**config.mk**
```make
export PLATFORM = sky130hd
export DESIGN_NAME = uart_cmd_decoder_flat
export DESIGN_NICKNAME = d
export VERILOG_FILES = /design/src/rtl/uart_cmd_decoder_if.sv /design/src/rtl/uart_cmd_decoder.sv /design/src/flat_wrapper.sv
export SDC_FILE = /design/constraint.sdc
export NUM_CORES = 1
export LEC_CHECK = 0
export CAP_MARGIN = 10
export CORE_ASPECT_RATIO = 0.5
export CORE_MARGIN = 8
export CORE_UTILIZATION = 27
export CTS_CLUSTER_DIAMETER = 100
export DETAILED_ROUTE_END_ITERATION = 12
export GPL_TIMING_DRIVEN = 0
export PLACE_DENSITY = 0.43
export SLEW_MARGIN = 20
export SYNTH_ARGS = -nofsm -noshare
export SYNTH_HDL_FRONTEND = slang
export SYNTH_SLANG_ARGS = --single-unit
```
**constraint.sdc**
```tcl
create_clock -name clk -period 1.97 [get_ports clk]
set_input_delay 0.197 -clock clk [delete_from_list [all_inputs] [get_ports clk]]
set_output_delay 0.197 -clock clk [all_outputs]
set_load 0.02 [all_outputs]
```
**src/rtl/uart_cmd_decoder_if.sv**
```systemverilog
// Received-byte stream from the UART receiver into the command decoder.
// rx_valid qualifies rx_data for exactly one clock.
interface uart_cmd_decoder_if;
   logic       rx_valid;
   logic [7:0] rx_data;

   modport master (output rx_valid, output rx_data);
   modport slave  (input  rx_valid, input  rx_data);
endinterface

```
**src/rtl/uart_cmd_decoder.sv**
```systemverilog
// Decodes opponent command bytes (single-byte or HDR/CMD/~CMD frames)
// into pulses, sticky flags, frame errors and a link-alive watchdog.
module uart_cmd_decoder #(
   parameter int                     NUM_CMDS      = 3,
   parameter logic [8*NUM_CMDS-1:0] CMD_CODES     = {8'h52, 8'h44, 8'h4C},
   parameter bit                     FRAMED        = 1'b0,
   parameter logic [7:0]             HDR_CHAR      = 8'h23,
   parameter int                     FRAME_TIMEOUT = 1000,
   parameter int                     LINK_TIMEOUT  = 65000000
) (
   input  logic                clk,
   input  logic                rst_n,
   input  logic                enable,
   uart_cmd_decoder_if.slave   rx,
   input  logic [NUM_CMDS-1:0] cmd_ack,
   output logic [NUM_CMDS-1:0] cmd_pulse,
   output logic [NUM_CMDS-1:0] cmd_flag,
   output logic                frame_err,
   output logic                link_alive
);

   localparam int IW = (NUM_CMDS > 1) ? $clog2(NUM_CMDS) : 1;
   localparam int TW = $clog2(FRAME_TIMEOUT + 1);
   localparam int LW = $clog2(LINK_TIMEOUT + 1);

   typedef enum logic [1:0] {IDLE, GOT_HDR, GOT_CMD} state_t;

   state_t               state;
   state_t               state_n;
   logic [IW-1:0]        cmd_idx;
   logic [IW-1:0]        idx_n;
   logic [IW-1:0]        hit_idx;
   logic                 hit;
   logic [NUM_CMDS-1:0]  hit_oh;
   logic [NUM_CMDS-1:0]  cmd_oh;
   logic [NUM_CMDS-1:0]  fire;
   logic [7:0]           cpl;
   logic                 bad;
   logic                 accept;
   logic                 tmo;
   logic                 is_hdr;
   logic [TW-1:0]        tcnt;
   logic [LW-1:0]        lcnt;

   assign accept = enable & rx.rx_valid;
   assign is_hdr = (rx.rx_data == HDR_CHAR);
   assign tmo    = (state != IDLE) &&
                   (tcnt == TW'(FRAME_TIMEOUT - 1));

   // Descending scan so the lowest matching index wins.
   always_comb begin
      hit     = 1'b0;
      hit_idx = '0;
      for (int i = NUM_CMDS - 1; i >= 0; i--) begin
         if (rx.rx_data == CMD_CODES[8*i +: 8]) begin
            hit     = 1'b1;
            hit_idx = IW'(i);
         end
      end
   end

   always_comb begin
      hit_oh = '0;
      cmd_oh = '0;
      cpl    = '0;
      for (int i = 0; i < NUM_CMDS; i++) begin
         hit_oh[i] = hit && (hit_idx == IW'(i));
         cmd_oh[i] = (cmd_idx == IW'(i));
         if (cmd_idx == IW'(i)) cpl = ~CMD_CODES[8*i +: 8];
      end
   end

   always_comb begin
      state_n = state;
      idx_n   = cmd_idx;
      fire    = '0;
      bad     = 1'b0;
      if (!FRAMED) begin
         if (accept) fire = hit_oh;
      end else if (accept) begin
         unique case (state)
            IDLE: begin
               if (is_hdr) state_n = GOT_HDR;
            end
            GOT_HDR: begin
               if (is_hdr) begin
                  state_n = GOT_HDR;
               end else if (hit) begin
                  idx_n   = hit_idx;
                  state_n = GOT_CMD;
               end else begin
                  bad     = 1'b1;
                  state_n = IDLE;
               end
            end
            GOT_CMD: begin
               if (rx.rx_data == cpl) begin
                  fire    = cmd_oh;
                  state_n = IDLE;
               end else begin
                  bad     = 1'b1;
                  state_n = is_hdr ? GOT_HDR : IDLE;
               end
            end
            default: state_n = IDLE;
         endcase
      end else if (tmo) begin
         bad     = 1'b1;
         state_n = IDLE;
      end
   end

   always_ff @(posedge clk) begin
      if (!rst_n || !enable) begin
         state     <= IDLE;
         cmd_idx   <= '0;
         tcnt      <= '0;
         cmd_pulse <= '0;
         cmd_flag  <= '0;
         frame_err <= 1'b0;
      end else begin
         state     <= state_n;
         cmd_idx   <= idx_n;
         cmd_pulse <= fire;
         frame_err <= bad;
         cmd_flag  <= (cmd_flag & ~cmd_ack) | fire;
         if (accept || state_n == IDLE) tcnt <= '0;
         else                           tcnt <= tcnt + 1'b1;
      end
   end

   // Watchdog ignores enable so the link can be judged before play starts.
   always_ff @(posedge clk) begin
      if (!rst_n) begin
         lcnt       <= LW'(LINK_TIMEOUT);
         link_alive <= 1'b0;
      end else if (rx.rx_valid) begin
         lcnt       <= '0;
         link_alive <= 1'b1;
      end else if (lcnt != LW'(LINK_TIMEOUT)) begin
         lcnt       <= lcnt + 1'b1;
         link_alive <= (lcnt != LW'(LINK_TIMEOUT - 1));
      end
   end

endmodule
```
**src/flat_wrapper.sv**
```systemverilog
// flat-port wrapper written by rule: the top's interface ports become plain ports
module uart_cmd_decoder_flat 
#(
   parameter int                     NUM_CMDS      = 3,
   parameter logic [8*NUM_CMDS-1:0] CMD_CODES     = {8'h52, 8'h44, 8'h4C},
   parameter bit                     FRAMED        = 1'b0,
   parameter logic [7:0]             HDR_CHAR      = 8'h23,
   parameter int                     FRAME_TIMEOUT = 1000,
   parameter int                     LINK_TIMEOUT  = 65000000
)
  (clk, rst_n, enable, cmd_ack, cmd_pulse, cmd_flag, frame_err, link_alive, rx_rx_valid, rx_rx_data);
  uart_cmd_decoder_if rx_i ();
  input  logic clk;
  input  logic rst_n;
  input  logic enable;
  input  logic [NUM_CMDS-1:0] cmd_ack;
  output logic [NUM_CMDS-1:0] cmd_pulse;
  output logic [NUM_CMDS-1:0] cmd_flag;
  output logic frame_err;
  output logic link_alive;
  input wire logic [$bits(rx_i.rx_valid)-1:0] rx_rx_valid;
  input wire logic [$bits(rx_i.rx_data)-1:0] rx_rx_data;
  assign rx_i.rx_valid = rx_rx_valid;
  assign rx_i.rx_data = rx_rx_data;
  uart_cmd_decoder #(.NUM_CMDS(NUM_CMDS), .CMD_CODES(CMD_CODES), .FRAMED(FRAMED), .HDR_CHAR(HDR_CHAR), .FRAME_TIMEOUT(FRAME_TIMEOUT), .LINK_TIMEOUT(LINK_TIMEOUT)) u_core (.clk(clk), .rst_n(rst_n), .enable(enable), .rx(rx_i), .cmd_ack(cmd_ack), .cmd_pulse(cmd_pulse), .cmd_flag(cmd_flag), .frame_err(frame_err), .link_alive(link_alive));
endmodule
```
==> impl_metrics.toml <==
[status]
status = "finished, final reports clean"

[floorplanning]
rows = 20
die_width_um = 127.1
io_pins = 23
fp.coreArea_sq_mm = 0.006006
die-area_sq_mm = 0.009095
die_y_um = 71.56
initial_core_util = 0.2775

[finish]
layout-drive-gt1-share = 0.09333
diodes = 0
nets = 242
nFillCells = 627
areaGrowthSynthToFinish_pct = 27.48
regArea_sq_um = 661.9
final_area_sq_mm = 0.002125
multiInputGateArea_sq_um = 928.4

[sta]
finalSetupViolations = 0
skew_ns = 0.003292
hold_viol_final = 0
timing.final.ws_setup_ns = 0.09765
drv_slew = 0
fin_setup_tns_ns = 0
period_share = 0.9504
timing.fmax_mhz = 534.1
period_minus_slack_ns = 1.872
tightestPinTransition_ns = 0.5172
slew_headroom = 0.6552
grt_setup_unrepaired = "false"

[place]
dp_hpwl_mm = 3.223
port_buffers = 19
preCtsSetupSlack_ns = -0.007212
place_congestion = 0.7378
place_area_sq_mm = 0.001953

[synthesis]
ys_types = 45
ys_seq_area_frac = 0.3964
yosys_warnings = 0
ys_ff_latch = 33
syn_inst = 198
synth-compound-area-share = 0.1306
synth-simple-area-share = 0.3446
syn_area_sq_mm = 0.001667
synthFlopType = "dfxtp_1"
async_flop_share = 0
synthMuxAreaShare = 0
synth-edff-count = 0
synth.avg_cell_area_sq_um = 8.417
synth_xor_area_frac = 0.05781
synth_top_family_by_area = "simple AND/OR/NAND/NOR gates"
synthAdderAreaFrac = 0.01502
synth_fp_nets = 215

[routing]
drc = 0
wl_mm = 4.425
drt_iter0_drc = 42
viasPerCell = 5.146
wire_per_inst_um = 14.65
vias = 1554
postRouteAntennaNets = 0
firstDrtPassIters = 6

[clocking]
cts_root_buffer = "clkbuf_16"
cts_inserted_buffers = 5
cts_buffer_depth = 2
clock-sinks = 33
worstSkewPairLatency_ns = 0.27
cts_tree = "built"
cts.clk_slew.worst_paths_ns = 0.05
h-tree-depth = 2

[global_routing]
grt_pass1_vias = 1545
grt_max_degree = 11
grt_pass1_wl_mm = 7.521
antenna_found_initial = 0
grt_overflow_total = 0
grt_use_total = 0.1017

[power_and_ir_drop]
p_leak_nw = 0.7744
ir_worst_vdd_uv = 265.4
power_mw = 1.632
power_density_mw_per_mm2 = 768.4

[setup_path]
worst_setup_path_start_kind = "flop"
worstSetupPathType = "reg2reg"
cp.arrival_ns = 2.07
cp_max_fo = 6
crit_required_ns = 2.17
critPathCaptureType = "flop"

[job]
cap_viol_max_count = 0

[worst_hold_path]
min_path_type = "in2reg"
==> timing repair <==
item,in CTS,in global routing
buffers inserted,0,3
setup endpoints to repair,0,7
hold buffers,0,0
gates resized for setup,0,5
==> layer usage <==
| metal | GRT usage | part of all wire | wire length (um) | up-vias |
|---|---|---|---|---|
| li1 | - | - | - | 788 |
| met1 | 0.1231 | 0.51 | 2252 | 718 |
| met2 | 0.1622 | 0.42 | 1841 | 43 |
| met3 | 0.03775 | 0.062 | 275 | 5 |
| met4 | 0.03791 | 0.012 | 55 | 0 |
| met5 | 0 | 0 | 0 | - |
==> final timing paths <==
check,from,endpoint,slack (ns),cells past startpoint
hold reg to reg,u_core.cmd_flag[2],u_core.cmd_flag[2],0.52,1
hold / removal,rst_n,u_core.lcnt[6],0.34,2
setup reg to reg,u_core.lcnt[13],u_core.lcnt[1],0.1,4
setup / recovery,u_core.lcnt[13],u_core.lcnt[1],0.1,4
==> cell families after synthesis <==
logic type | count (synthesis)
AOI/OAI and AO/OA | 32
other | 1
DFF | 33
adders and majority gates | 2
buffers and inverters | 22
xor gates and xnor gates | 11
and+or+nand+nor | 97
==> synth_stat cells, types with 2 or more instances <==
library cell	number	share of area
ha_1	2	0.015
clkbuf_1	8	0.018
nand3_1	18	0.054
nor3b_1	2	0.0090
inv_1	9	0.020
nand4b_1	3	0.016
nand2_1	12	0.027
and3_1	2	0.0075
nor4_1	5	0.019
and2_1	3	0.011
xnor2_1	3	0.016
a311o_1	2	0.012
buf_2	2	0.0060
nor2b_1	2	0.0075
nand4_1	10	0.038
xor2_1	8	0.042
and4_1	4	0.021
o21ai_0	10	0.030
or4_1	7	0.032
o211ai_1	7	0.032
a41o_1	4	0.024
or3_1	2	0.0075
a21oi_1	5	0.015
nor2_1	14	0.032
nor4b_1	2	0.011
dfxtp_1	33	0.40
==> state kept, by name (all words and copies together) (netlist names) <==
| name | count |
|---|---|
| u_core.cmd_pulse | 3 |
| u_core.lcnt | 26 |
| u_core.link_alive | 1 |
| u_core.cmd_flag | 3 |
==> area by class of cell <==
| class | instances | area share |
|---|---|---|
| flip-flops and latches | 33 | 0.3115 |
| clock buffers | 7 | 0.06714 |
| plain buffers | 10 | 0.02120 |
| multi-input cells | 143 | 0.4370 |
| repair buffers | 22 | 0.1001 |
| inverters | 10 | 0.01767 |
| well taps | 77 | 0.04535 |
==> critical path, cell delays in order (launching register included) <==
cell,delay [ns]
dfxtp_1,0.36
nand4b_1,0.24
or4_4,0.53
or4b_1,0.51
a21oi_1,0.15
==> placed cells by master (no fill, tap or decap), drive strengths merged, types with 3 or more instances in the layout <==
cell type	synthesis	routed
or3	3	3
a21oi	5	5
o211ai	7	7
and3	3	3
buf	4	7
clkbuf	8	13
o21ai	10	10
nand3	18	18
nand4	10	10
and4	5	5
xor2	8	8
inv	9	9
xnor2	3	3
nand2	12	12
a41o	4	4
or4	8	8
and2	4	4
nor2	14	14
dfxtp	33	33
nand4b	3	3
nor4	5	5
clkdlybuf4s50	0	19
==> metrics by stage <==
stage / std cells / hold slack (ns) / util
floorplan: 198 / 0.2855 / -
global placement: 294 / 0.4900 / 0.3252
detailed placement: 294 / 0.5011 / 0.3252
CTS: 301 / 0.3573 / 0.3490
global route: 302 / 0.3861 / 0.3538
finish: 302 / 0.3405 / 0.3538
==> report_power, final <==
group          internal (mW)  leakage [nW]  total, mW  switching [mW]
combinational         0.0646         0.433      0.136          0.0711
clock                  0.496        0.0700      0.775           0.279
sequential             0.692         0.272      0.722          0.0299
total                   1.25         0.774       1.63           0.380
Power figures use the tool's default switching activity.
